### src/rtl/panda_pipeline_ctrl.sv
// Pipeline hazard arbiter for the Panda 5-stage core: stall/bubble priority,
// data-bus transaction FSM with timeout trap, and performance counters.
module panda_pipeline_ctrl #(
   parameter int CNT_W   = 32,
   parameter int TIMEOUT = 255
) (
   input  logic             clk_i,
   input  logic             rst_ni,
   input  logic             load_use_hazard_i,
   input  logic             branch_taken_i,
   input  logic             instr_rvalid_i,
   input  logic             ex_busy_i,
   input  logic             data_req_i,
   input  logic             data_gnt_i,
   input  logic             data_rvalid_i,
   input  logic             retire_i,
   input  logic             cnt_clr_i,
   output logic             stall_if_o,
   output logic             stall_id_o,
   output logic             stall_ex_o,
   output logic             stall_mem_o,
   output logic             bubble_if_o,
   output logic             bubble_id_o,
   output logic             bubble_ex_o,
   output logic             bubble_wb_o,
   output logic             data_err_o,
   output logic [CNT_W-1:0] cycle_cnt_o,
   output logic [CNT_W-1:0] instret_cnt_o,
   output logic [CNT_W-1:0] stall_cnt_o
);

   typedef enum logic [1:0] {
      IDLE,
      WAIT_GNT,
      WAIT_RVALID,
      ERROR
   } data_state_e;

   // The wait counter can reach TIMEOUT when a grant lands on the last allowed cycle.
   localparam int                TW       = $clog2(TIMEOUT + 1);
   localparam logic [TW-1:0]     T_LAST   = TW'(TIMEOUT - 1);
   localparam logic [TW-1:0]     T_ONE    = TW'(1);
   localparam logic [CNT_W-1:0]  CNT_ONE  = CNT_W'(1);

   data_state_e      state_q, state_d;
   logic [TW-1:0]    wait_cnt_q;
   logic             waiting;
   logic             timeout_hit;
   logic             mem_stall;
   logic [CNT_W-1:0] cycle_cnt_q, instret_cnt_q, stall_cnt_q;

   assign waiting     = (state_q == WAIT_GNT) || (state_q == WAIT_RVALID);
   assign timeout_hit = (wait_cnt_q >= T_LAST);

   // NOTE: every signal assigned in an always_comb gets a default first, so no path can infer a latch.
   always_comb begin
      state_d   = state_q;
      mem_stall = 1'b0;
      unique case (state_q)
         IDLE: begin
            mem_stall = data_req_i;
            if (data_req_i) state_d = data_gnt_i ? WAIT_RVALID : WAIT_GNT;
         end
         WAIT_GNT: begin
            mem_stall = 1'b1;
            if (data_gnt_i)       state_d = WAIT_RVALID;
            else if (timeout_hit) state_d = ERROR;
         end
         WAIT_RVALID: begin
            // The response cycle releases the stall so MEM/WB captures the load data.
            mem_stall = !data_rvalid_i;
            if (data_rvalid_i)    state_d = IDLE;
            else if (timeout_hit) state_d = ERROR;
         end
         ERROR: begin
            mem_stall = 1'b1;
         end
         default: begin
            state_d   = ERROR;
            mem_stall = 1'b1;
         end
      endcase
   end

   // NOTE: sequential state uses non-blocking assignments so every register samples pre-edge values.
   always_ff @(posedge clk_i or negedge rst_ni) begin
      if (!rst_ni) begin
         state_q    <= IDLE;
         wait_cnt_q <= '0;
      end else begin
         state_q <= state_d;
         if (state_q == IDLE) wait_cnt_q <= '0;
         else if (waiting)    wait_cnt_q <= wait_cnt_q + T_ONE;
      end
   end

   assign data_err_o = (state_q == ERROR);

   // A branch seen under a stall stays asserted by the frozen EX stage, so it wins later exactly once.
   always_comb begin
      stall_if_o  = 1'b0;
      stall_id_o  = 1'b0;
      stall_ex_o  = 1'b0;
      stall_mem_o = 1'b0;
      bubble_if_o = 1'b0;
      bubble_id_o = 1'b0;
      bubble_ex_o = 1'b0;
      bubble_wb_o = 1'b0;
      if (mem_stall) begin
         stall_if_o  = 1'b1;
         stall_id_o  = 1'b1;
         stall_ex_o  = 1'b1;
         stall_mem_o = 1'b1;
         bubble_wb_o = 1'b1;
      end else if (ex_busy_i) begin
         stall_if_o  = 1'b1;
         stall_id_o  = 1'b1;
         stall_ex_o  = 1'b1;
         bubble_ex_o = 1'b1;
      end else if (branch_taken_i) begin
         bubble_if_o = 1'b1;
         bubble_id_o = 1'b1;
      end else if (load_use_hazard_i) begin
         stall_if_o  = 1'b1;
         bubble_id_o = 1'b1;
      end else if (!instr_rvalid_i) begin
         stall_if_o  = 1'b1;
         bubble_if_o = 1'b1;
      end
   end

   always_ff @(posedge clk_i or negedge rst_ni) begin
      if (!rst_ni) begin
         cycle_cnt_q   <= '0;
         instret_cnt_q <= '0;
         stall_cnt_q   <= '0;
      end else if (cnt_clr_i) begin
         cycle_cnt_q   <= '0;
         instret_cnt_q <= '0;
         stall_cnt_q   <= '0;
      end else begin
         cycle_cnt_q <= cycle_cnt_q + CNT_ONE;
         if (retire_i)   instret_cnt_q <= instret_cnt_q + CNT_ONE;
         if (stall_if_o) stall_cnt_q   <= stall_cnt_q + CNT_ONE;
      end
   end

   assign cycle_cnt_o   = cycle_cnt_q;
   assign instret_cnt_o = instret_cnt_q;
   assign stall_cnt_o   = stall_cnt_q;

endmodule

### config.mk
export PLATFORM = sky130hd
export DESIGN_NAME = panda_pipeline_ctrl
export DESIGN_NICKNAME = d
export VERILOG_FILES = /design/src/rtl/panda_pipeline_ctrl.sv
export SDC_FILE = /design/constraint.sdc
export NUM_CORES = 1
export LEC_CHECK = 0
export CAP_MARGIN = 30
export CORE_ASPECT_RATIO = 1.25
export CORE_MARGIN = 2
export CORE_UTILIZATION = 56
export DETAILED_ROUTE_END_ITERATION = 6
export PLACE_DENSITY = 0.86
export SETUP_SLACK_MARGIN = 0.5
export SYNTH_ARGS = -nofsm -noshare
export SYNTH_HDL_FRONTEND = slang
export SYNTH_SLANG_ARGS = --single-unit
### constraint.sdc
create_clock -name clk_i -period 4.1 [get_ports clk_i]
set_input_delay 1.025 -clock clk_i [delete_from_list [all_inputs] [get_ports clk_i]]
set_output_delay 1.025 -clock clk_i [all_outputs]
set_load 0.005 [all_outputs]
==> reports/qor.yml, run 1 <==
grt:
  first_global_vias: 4942
  antenna_found_initial: 0
  grt_max_degree: 56
  grt_util_all_layers_pct: 26.2
  grt_overflow: 0
  grt_pass1_wl_um: 23000
status:
  status: "complete, no violations"
place:
  numPortBuffers: 115
  gp_congestion: 0.859
  pre_cts_slack_ns: 0.334
  hpwl_um: 9730
detailed_routing:
  vias: 4917
  drt_pass1_iterations: 4
  wl_per_cell_um: 16.3
  wl_um: 13700
  via_per_inst: 5.85
  drc: 0
  dr.first_iter.drc_count: 266
  ant_nets: 0
timing:
  setup_viol: 0
  rsz0062_at_grt: "false"
  skew_ns: 0.00627
  period_minus_slack_ns: 3.51
  max_slew_margin_pct: 39.0
  fin_crit_sh_pct: 85.6
  finalHoldViolations: 0
  finalMaxSlewViolations: 0
  timing.fmax_mhz: 285
  fin_tns_setup_ns: 0
  tightest_slew_ns: 0.907
  worst_slack_ns: 0.592
synth:
  synth_area_per_cell_um2: 9.41
  async_flop_share_pct: 100
  seq_area_frac_synth_pct: 47.2
  yosysMostFrequentCell: "dfrtp_1"
  ys_dominant_reg_cell: "dfrtp_1"
  ys_warn_count: 0
  syn-num-nets: 619
  synth_cell_type_count: 48
  syn_area_um2: 5630
  yosysTopAreaCellShare_pct: 47.2
  syn_inst: 598
  synth_edf_count: 0
  ys_seq_elements: 106
  yosys-top-cells-count: "dfrtp_1 (106), nor2_1 (93), xor2_1 (48)"
  yosysTopAreaCell: "dfrtp_1"
  synthTopCellsByArea: "dfrtp_1 (47%), xor2_1 (7.5%), nor2_1 (6.2%)"
setup_path:
  critPathMostFrequentCell: "clkdlybuf4s50_1"
  critPathMaxFanout: 4
  crit_family: "buffers and inverters"
  worst-setup-path-type: "input pin to output port"
  max_stage_delay_ns: 0.47
  end_kind: "output port"
  start_kind: "input pin"
  worstPathArrival_ns: 2.48
  critPathBufInv: 3
  crit_chain: "clkdlybuf4s50_1, nor2b_2, o41a_1, buf_4, clkdlybuf4s50_1"
  path_depth: 5
  worst-r2r-cell-count: 8
  crit_slowest_cell: "clkdlybuf4s50_1"
  worst_ep_required_time_ns: 3.07
floorplanning:
  floorplan.initialDensity_pct: 57.9
  die_h_um: 116
  core_um2: 9710
  die_w_um: 93.6
  dieArea_um2: 10900
  io_pins: 116
  rows: 40
min_path:
  hold_depth: 1
  hp-class: "flop to flop"
clocking:
  cts_num_sinks: 106
  clock_path_buffers: 2
  cts_made_buffers: 9
  tritoncts: "done"
  root_buffer: "clkbuf_16"
  htreeDepth: 3
  holdBufCountCts: 0
  path_clk_slew_ns: 0.07
  insertion_delay_ns: 0.35
power:
  power_density_nw_per_um2: 352
  peakVddDrop_mv: 0.196
  p_leak_uw: 0.00296
flow_run:
  maxCapViolCount: 0
layout:
  diodes: 0
  nNetsFinal: 730
  post_route_cells_drive_above_1_share_pct: 6.86
  nFillCells: 692
  area_growth_pct: 28.5
## power by group
part,internal [uW],leakage (uW),switching [uW],total (uW)
combinational,220,0.00134,272,492
clock,538,0.000153,390,928
sequential,1080,0.00147,47.3,1130
## worst register-to-register path, cell delays in order, from the launching register on
cell       delay, ns
dfrtp_1         0.43
inv_1           0.12
ha_1            0.48
a21oi_1         0.16
o21ai_2         0.10
buf_4           0.24
o2111ai_1       0.33
nor4_1          0.39
mux2_2          0.37
## final timing paths
| kind | start | slack [ns] | endpoint |
|---|---|---|---|
| setup / recovery | data_rvalid_i | 0.59 | stall_mem_o |
| hold / removal | cycle_cnt_o[0]$_DFF_PN0_ | 0.50 | cycle_cnt_o[0]$_DFF_PN0_ |
| setup reg to reg | state_q[1]$_DFFE_PN0P_ | 1.37 | stall_cnt_o[22]$_DFFE_PN0P_ |
| hold reg to reg | cycle_cnt_o[0]$_DFF_PN0_ | 0.50 | cycle_cnt_o[0]$_DFF_PN0_ |
| max in group asynchronous | rst_ni | 2.59 | stall_cnt_o[8]$_DFFE_PN0P_ |
| min in group asynchronous | rst_ni | 0.65 | state_q[0]$_DFFE_PN0P_ |
## metrics by stage
stage / hold WS [ns] / util [%] / area (um^2) / cells / total power (uW)
floorplan: 0.466 / - / 5630 / 598 / 1420
global placement: 0.479 / 70.7 / 6860 / 822 / 1590
detailed placement: 0.493 / 70.9 / 6880 / 823 / 1620
CTS: 0.505 / 74.2 / 7210 / 840 / 2550
global route: 0.524 / 74.4 / 7230 / 840 / 2660
finish: 0.503 / 74.4 / 7230 / 840 / 2550
## kinds of logic after synthesis
group	synth area share, %
AND/OR/NAND/NOR	26.5
flip-flops	47.2
AO/OA/AOI/OAI	9.32
XOR/XNOR	10.3
buffers and inverters	3.34
adder cells (fa/ha/maj)	2.22
multiplexers	1.18
## metal layers
metal / GRT usage, % / vias to the layer above / routed length (um)
met5: 0 / - / 0
met4: 8.50 / 0 / 200
met3: 5.59 / 20 / 779
met2: 45.0 / 141 / 6940
met1: 33.3 / 2416 / 5750
li1: - / 2340 / -
## layout by cell type (no fill, tap or decap), types with 18 or more instances in the layout
cell               n
a21oi_1           27
clkdlybuf4s50_1  108
dfrtp_1          106
inv_1             19
nand2_1           42
nand3_1           23
nand4_1           28
nor2_1            92
o21ai_0           31
xnor2_1           18
xor2_1            48
## state kept, by name, summed over array words and instances (netlist names)
name and count:
stall_cnt_o 32, state_q 2, wait_cnt_q 8, cycle_cnt_o 32, instret_cnt_o 32
## layout make-up
class / count / area, um^2 / share of cell area (%)
Tap cell: 126 / 158 / 2.18
Timing Repair Buffer: 122 / 1230 / 17.0
Sequential cell: 106 / 2650 / 36.7
Multi-Input combinational cell: 451 / 2800 / 38.7
Inverter: 19 / 71.3 / 0.987
Clock inverter: 6 / 90.1 / 1.25
Clock buffer: 10 / 229 / 3.17
## repair_timing
action | CTS | global route
setup buffers | 1 | 0
resized for setup | 1 | 7
endpoints found under the setup margin | 4 | 5
No activity file was read; power rests on OpenSTA's default activity.
==> inputs of run 2 (changes only) <==
CTS_CLUSTER_SIZE = 8   (was default)
TNS_END_PERCENT = 50   (was default)
==> run 2 against run 1 <==
  * Fmax is 1.8% lower
  * Clock skew barely moved
  * Utilization decreased by 0.18 points
  * Flip-flop and latch count unchanged
  * Highest routed layer unchanged
  * Sequential share of layout area increased by 0.089 points
  * Via count decreased by 0.35%
  * Total power fell by 0.21%
  * Critical path depth rose by 1
  * Final area shrank 0.24%
  * Register-to-register slack improved by 0.09 ns
==> reports/qor.yml, run 2 (synthesis results as in run 1) <==
min_path:
  hp-class: "flop to flop"  # unchanged
  min_from: "cycle_cnt_o[0]$_DFF_PN0_"  # unchanged
layout:
  instances_no_fill: 840  # unchanged
  nFillCells: 698  # was 692
  layout_common_cells: "clkdlybuf4s50_1 (110), dfrtp_1 (106), nor2_1 (93), xor2_1 (48), nand2_1 (42)"  # was clkdlybuf4s50_1 (108), dfrtp_1 (106), nor2_1 (92), xor2_1 (48), nand2_1 (42)
  post-route-util_pct: 74.3  # was 74.4%
  final_common_cell: "clkdlybuf4s50_1"  # unchanged
  diodes: 0  # unchanged
  area_growth_pct: 28.2  # was 28.5%
  post_route_cells_drive_above_1_share_pct: 6.44  # was 6.86%
  nNetsFinal: 730  # unchanged
power:
  power_density_nw_per_um2: 352  # about the same
  p_leak_uw: 0.00295  # was 0.00296 uW
  power.internal_uw: 1830  # was 1840 uW
  switching_power_uw: 706  # was 709 uW
  clkPwrFrac_pct: 36.6  # was 36.5%
  pwr-share-comb_pct: 19.1  # was 19.3%
  switching_share_pct: 27.8  # was 27.9%
  peakVddDrop_mv: 0.196  # about the same
  seq_power_share_pct: 44.3  # was 44.2%
timing:
  finalMaxSlewViolations: 0  # unchanged
  setup_viol: 0  # unchanged
  skew_ns: 0.00642  # was 0.00627 ns
  tightest_slew_ns: 0.907  # about the same
  finalHoldViolations: 0  # unchanged
  rsz0062_at_grt: "true"  # was false
  fin_crit_sh_pct: 87.1  # was 85.6%
  fin_tns_setup_ns: 0  # unchanged
  period_minus_slack_ns: 3.57  # was 3.51 ns
  max_slew_margin_pct: 39.0  # about the same
  timing.fmax_mhz: 280  # was 285 MHz
grt:
  first_global_vias: 4942  # unchanged
  grt_use_met2_pct: 45.0  # unchanged
  grt_overflow: 0  # unchanged
  grt_max_degree: 56  # unchanged
  use_met3_pct: 5.59  # unchanged
  gr-usage-met1_pct: 33.3  # unchanged
  grt_busiest_layer: "met2"  # unchanged
  grt_pass1_wl_um: 23000  # unchanged
  antenna_found_initial: 0  # unchanged
  grt_util_all_layers_pct: 26.2  # unchanged
detailed_routing:
  wl_per_cell_um: 16.3  # about the same
  via_per_inst: 5.83  # was 5.85
  dr.first_iter.drc_count: 265  # was 266
  drc: 0  # unchanged
  ant_nets: 0  # unchanged
  drt_pass1_iterations: 5  # was 4
  wl_um: 13700  # about the same
  vias: 4900  # was 4917
setup_path:
  worst_ep_required_time_ns: 3.07  # about the same
  critPathMaxFanout: 4  # unchanged
  start_kind: "input pin"  # unchanged
  crit_start: "data_rvalid_i"  # unchanged
  r2r_start: "state_q[1]$_DFFE_PN0P_"  # unchanged
  worst-setup-path-type: "input pin to output port"  # unchanged
  end_kind: "output port"  # unchanged
  worstPathArrival_ns: 2.55  # was 2.48 ns
clocking:
  clock_path_buffers: 2  # unchanged
  htreeDepth: 3  # unchanged
  path_clk_slew_ns: 0.07  # about the same
  holdBufCountCts: 0  # unchanged
  tritoncts: "done"  # unchanged
  cts_num_sinks: 106  # unchanged
  cts_made_buffers: 9  # unchanged
  root_buffer: "clkbuf_16"  # unchanged
  insertion_delay_ns: 0.35  # about the same
status:
  status: "complete, no violations"  # unchanged
floorplanning:
  die_w_um: 93.6  # unchanged
  rows: 40  # unchanged
  dieArea_um2: 10900  # unchanged
  die_h_um: 116  # unchanged
  floorplan.initialDensity_pct: 57.9  # unchanged
  io_pins: 116  # unchanged
  core_um2: 9710  # unchanged
place:
  dp_cells: 823  # unchanged
  hpwl_um: 9730  # unchanged
  gp_congestion: 0.859  # unchanged
  numPortBuffers: 115  # unchanged
flow_run:
  maxCapViolCount: 0  # unchanged
-- run 2: metal layers --
layer | vias to the layer above | wire (um)
met5 | - | 0
met4 | 0 | 186
met3 | 18 | 777
met2 | 146 | 6930
met1 | 2397 | 5780
li1 | 2339 | -
-- run 2: per-stage QoR --
step / worst slack [ns] / area (um^2) / hold slack, ns / power, uW
3_5_place_dp: 0.334 / 6880 / 0.493 / 1620
3_3_place_gp: 0.384 / 6860 / 0.479 / 1590
2_1_floorplan: 1.12 / 5630 / 0.466 / 1420
6_report: 0.528 / 7210 / 0.503 / 2540
4_1_cts: 0.380 / 7210 / 0.505 / 2550
5_1_grt: 0.448 / 7210 / 0.524 / 2660
-- run 2: repair_timing --
item,4_1_cts,5_1_grt
setup buffers,1,0
endpoints found under the setup margin,4,5
gates resized for setup,1,2
-- run 2: path summary, 6_finish.rpt --
check	end	slack (ns)	depth (start not counted)
worst max-delay path	stall_ex_o	0.53	6
worst min-delay path	cycle_cnt_o[0]$_DFF_PN0_	0.50	1
worst max register to register	stall_cnt_o[22]$_DFFE_PN0P_	1.46	8
min in group asynchronous	state_q[0]$_DFFE_PN0P_	0.65	1
max in group asynchronous	stall_cnt_o[8]$_DFFE_PN0P_	2.60	3
worst min register to register	cycle_cnt_o[0]$_DFF_PN0_	0.50	1
-- run 2: worst max-delay path, stage by stage --
cell and delay, ns:
clkdlybuf4s50_1 0.46, nor2b_1 0.07, o41a_1 0.35, nor2_1 0.11, inv_1 0.09, clkdlybuf4s50_1 0.45
-- run 2: power groups by stage --
| stage | logic (uW) | clock network [uW] | registers (uW) |
|---|---|---|---|
| 2_1_floorplan | 287 | 0 | 1140 |
| 3_3_place_gp | 450 | 0 | 1140 |
| 3_5_place_dp | 474 | 0 | 1150 |
| 4_1_cts | 488 | 941 | 1130 |
| 5_1_grt | 544 | 980 | 1130 |
| 6_report | 485 | 930 | 1130 |
-- run 2: final cells by class --
class	count	area [um^2]	share of cell area, %
clock buffers	10	229	3.18
clock inverters	6	90.1	1.25
inverters	19	71.3	0.989
multi-input cells	451	2790	38.6
flip-flops and latches	106	2650	36.8
well taps	126	158	2.19
repair buffers	122	1220	17.0
==> inputs of run 3 (changes only) <==
ABC_AREA = 1   (was default)
CORE_UTILIZATION = 58   (was 56)
PLACE_DENSITY = 0.87   (was 0.86)
==> run 3 against run 2 <==
  * Via count grew 36%
  * Highest routed layer unchanged
  * Largest cell class unchanged
  * First-iteration DRC count up 42%
  * Sequential share of layout area decreased by 4.5 points
  * Count of clock-buffer cells in the layout unchanged
  * Cell count increased by 47%
  * Global-route usage grew 1.7 points
  * Total power up 5.9%
  * Non-clock buffer count fell by 1
==> reports/qor.yml, run 3 <==
setup_path:
  start_kind: "input pin"  # unchanged
  crit_start: "data_rvalid_i"  # unchanged
  crit_chain: "clkdlybuf4s50_1, inv_1, nand2_2, nand2_2, a21oi_4, inv_1, nor2_1, clkdlybuf4s50_1"  # was clkdlybuf4s50_1, nor2b_1, o41a_1, nor2_1, inv_1, clkdlybuf4s50_1
  worst_ep_required_time_ns: 3.07  # about the same
  rr_endpoint: "stall_cnt_o[29]$_DFFE_PN0P_"  # was stall_cnt_o[22]$_DFFE_PN0P_
  r2r_slack_ns: 1.99  # was 1.46 ns
  max_stage_delay_ns: 0.51  # was 0.46 ns
  worstPathArrival_ns: 2.52  # was 2.55 ns
  crit_slowest_cell: "clkdlybuf4s50_1"  # unchanged
  worst-r2r-cell-count: 9  # was 8
  critPathMaxFanout: 3  # was 4
  worst-setup-path-type: "input pin to output port"  # unchanged
  r2r_start: "state_q[0]$_DFFE_PN0P_"  # was state_q[1]$_DFFE_PN0P_
  cp-endpoint: "bubble_ex_o"  # was stall_ex_o
  end_kind: "output port"  # unchanged
clocking:
  clock_path_buffers: 2  # unchanged
  root_buffer: "clkbuf_16"  # unchanged
  path_clk_slew_ns: 0.07  # about the same
  cts_made_buffers: 9  # unchanged
  tritoncts: "done"  # unchanged
  holdBufCountCts: 0  # unchanged
  insertion_delay_ns: 0.36  # was 0.35 ns
  cts_num_sinks: 106  # unchanged
  htreeDepth: 3  # unchanged
synth:
  yosysTopAreaCell: "dfrtp_1"  # unchanged
  synth_edf_count: 0  # unchanged
  yosysMostFrequentCell: "nand2_1"  # was dfrtp_1
  syn-num-nets: 1001  # was 619
  async_flop_share_pct: 100  # unchanged
  syn_inst: 980  # was 598
  synth_xor_area_share_pct: 0.932  # was 10.3%
  synth-simple-area-share_pct: 42.3  # was 26.5%
  synth_top_family_by_area: "simple AND/OR/NAND/NOR gates"  # unchanged
  ys_seq_elements: 106  # unchanged
  synthAdderAreaFrac_pct: 1.90  # was 2.22%
  seq_area_frac_synth_pct: 40.3  # was 47.2%
  yosys-top-cells-count: "nand2_1 (305), nor2_1 (195), inv_1 (110)"  # was dfrtp_1 (106), nor2_1 (93), xor2_1 (48)
  ys_warn_count: 0  # unchanged
  synthTopCellsByArea: "dfrtp_1 (40%), nand2_1 (17%), nor2_1 (11%)"  # was dfrtp_1 (47%), xor2_1 (7.5%), nor2_1 (6.2%)
  synth_compound_gate_area_share_pct: 6.81  # was 9.32%
  synth_cell_type_count: 38  # was 48
  synth_mux_area_share_pct: 0  # was 1.18%
  ys_dominant_reg_cell: "dfrtp_1"  # unchanged
  yosysTopAreaCellShare_pct: 40.3  # was 47.2%
  synth_area_per_cell_um2: 6.71  # was 9.41 um^2
  syn_area_um2: 6580  # was 5630 um^2
status:
  status: "complete, no violations"  # unchanged
floorplanning:
  rows: 43  # was 40
  io_pins: 116  # unchanged
  die_h_um: 123  # was 116 um
  core_um2: 11100  # was 9710 um^2
  dieArea_um2: 12200  # was 10900 um^2
  floorplan.initialDensity_pct: 59.3  # was 57.9%
  die_w_um: 99.3  # was 93.6 um
timing:
  setup_viol: 0  # unchanged
  finalHoldViolations: 0  # unchanged
  tightest_slew_ns: 0.933  # was 0.907 ns
  fin_crit_sh_pct: 86.5  # was 87.1%
  fin_tns_setup_ns: 0  # unchanged
  rsz0062_at_grt: "false"  # was true
  timing.fmax_mhz: 282  # was 280 MHz
  max_slew_margin_pct: 37.8  # was 39.0%
  period_minus_slack_ns: 3.55  # was 3.57 ns
  skew_ns: 0.00955  # was 0.00642 ns
  finalMaxSlewViolations: 0  # unchanged
grt:
  grt_util_all_layers_pct: 27.9  # was 26.2%
  grt_overflow: 0  # unchanged
  antenna_found_initial: 0  # unchanged
  first_global_vias: 6062  # was 4942
  grt_pass1_wl_um: 27700  # was 23000 um
  grt_max_degree: 77  # was 56
min_path:
  hp-class: "flop to flop"  # unchanged
detailed_routing:
  drt_pass1_iterations: 6  # was 5
  drc: 0  # unchanged
  wl_per_cell_um: 13.6  # was 16.3 um
  via_per_inst: 5.40  # was 5.83
  wl_um: 16800  # was 13700 um
  vias: 6659  # was 4900
  dr.first_iter.drc_count: 376  # was 265
  ant_nets: 0  # unchanged
layout:
  post_route_cells_drive_above_1_share_pct: 5.91  # was 6.44%
  regArea_um2: 2650  # unchanged
  layout_common_cells: "nand2_1 (302), nor2_1 (195), clkdlybuf4s50_1 (113), inv_1 (109), dfrtp_1 (106)"  # was clkdlybuf4s50_1 (110), dfrtp_1 (106), nor2_1 (93), xor2_1 (48), nand2_1 (42)
  fin_area_um2: 8220  # was 7210 um^2
  final_common_cell: "nand2_1"  # was clkdlybuf4s50_1
  nNetsFinal: 1116  # was 730
  nFillCells: 905  # was 698
  area_growth_pct: 25.0  # was 28.2%
  multiInputGateArea_um2: 3430  # was 2790 um^2
  diodes: 0  # unchanged
power:
  p_leak_uw: 0.00348  # was 0.00295 uW
  finalPower_uw: 2690  # was 2540 uW
  peakVddDrop_mv: 0.432  # was 0.196 mV
  power_density_nw_per_um2: 327  # was 352 nW/um^2
flow_run:
  maxCapViolCount: 0  # unchanged
place:
  place_area_um2: 7850  # was 6880 um^2
  hpwl_um: 12000  # was 9730 um
  gp_congestion: 0.889  # was 0.859
  numPortBuffers: 115  # unchanged
==> run 3: layer usage <==
metal  global-route usage (%)  up-vias  wire (um)
met5                        0        -          0
met4                     8.05        0        291
met1                     36.1     3083       7030
li1                         -     3330          -
met2                     48.2      222       8450
met3                     4.92       24       1050
==> run 3: metrics by stage <==
stage          instances  worst slack, ns  utilization, %  hold slack, ns
2_1_floorplan        980             1.35               -           0.494
3_3_place_gp        1217            0.419            70.8           0.518
3_5_place_dp        1217            0.377            70.8           0.523
4_1_cts             1232            0.441            73.9           0.533
5_1_grt             1234            0.462            74.2           0.559
6_report            1234            0.552            74.2           0.535
==> run 3: how the worst min path moves through the flow <==
stage / startpoint / to / slack [ns] / cells past startpoint
detailed placement: cycle_cnt_o[9]$_DFF_PN0_ / cycle_cnt_o[9]$_DFF_PN0_ / 0.52 / 1
floorplan: cycle_cnt_o[0]$_DFF_PN0_ / cycle_cnt_o[0]$_DFF_PN0_ / 0.49 / 1
global route: instret_cnt_o[15]$_DFFE_PN0P_ / instret_cnt_o[15]$_DFFE_PN0P_ / 0.56 / 1
finish: instret_cnt_o[16]$_DFFE_PN0P_ / instret_cnt_o[16]$_DFFE_PN0P_ / 0.53 / 2
global placement: instret_cnt_o[16]$_DFFE_PN0P_ / instret_cnt_o[16]$_DFFE_PN0P_ / 0.52 / 2
CTS: cycle_cnt_o[9]$_DFF_PN0_ / cycle_cnt_o[9]$_DFF_PN0_ / 0.53 / 1
==> run 3: repair_timing <==
action,CTS,global route
resized for setup,2,3
setup endpoints to repair,3,6
pin swaps,1,2
buffers inserted,0,2
endpoints found under the hold margin,0,0
==> run 3: worst max-delay path: cells and delay by family <==
kind                   cells  cell delay [ns]
buffers and inverters      4             1.10
and+or+nand+nor            3             0.25
AOI/OAI and AO/OA          1             0.15
==> run 3: kinds of logic (layout without fill, tap and decap cells) <==
logic type      count (synthesis)  after routing
compound gates                 86             86
xor+xnor                        7              7
fa+ha+maj                      10             10
buf+inv                       129            248
flops                         106            106
simple gates                  642            642
==> run 3: power by group <==
part | switching (uW) | internal [uW]
registers | 48.2 | 1090
logic | 313 | 232
clock network | 400 | 610
==> run 3: layout make-up <==
type	count	share of cell area [%]
clock inverter	5	1.25
inverter	112	5.11
tap	135	2.06
timing repair buffer	121	14.7
sequential	106	32.3
clock buffer	10	2.91
multi-input combinational	745	41.7
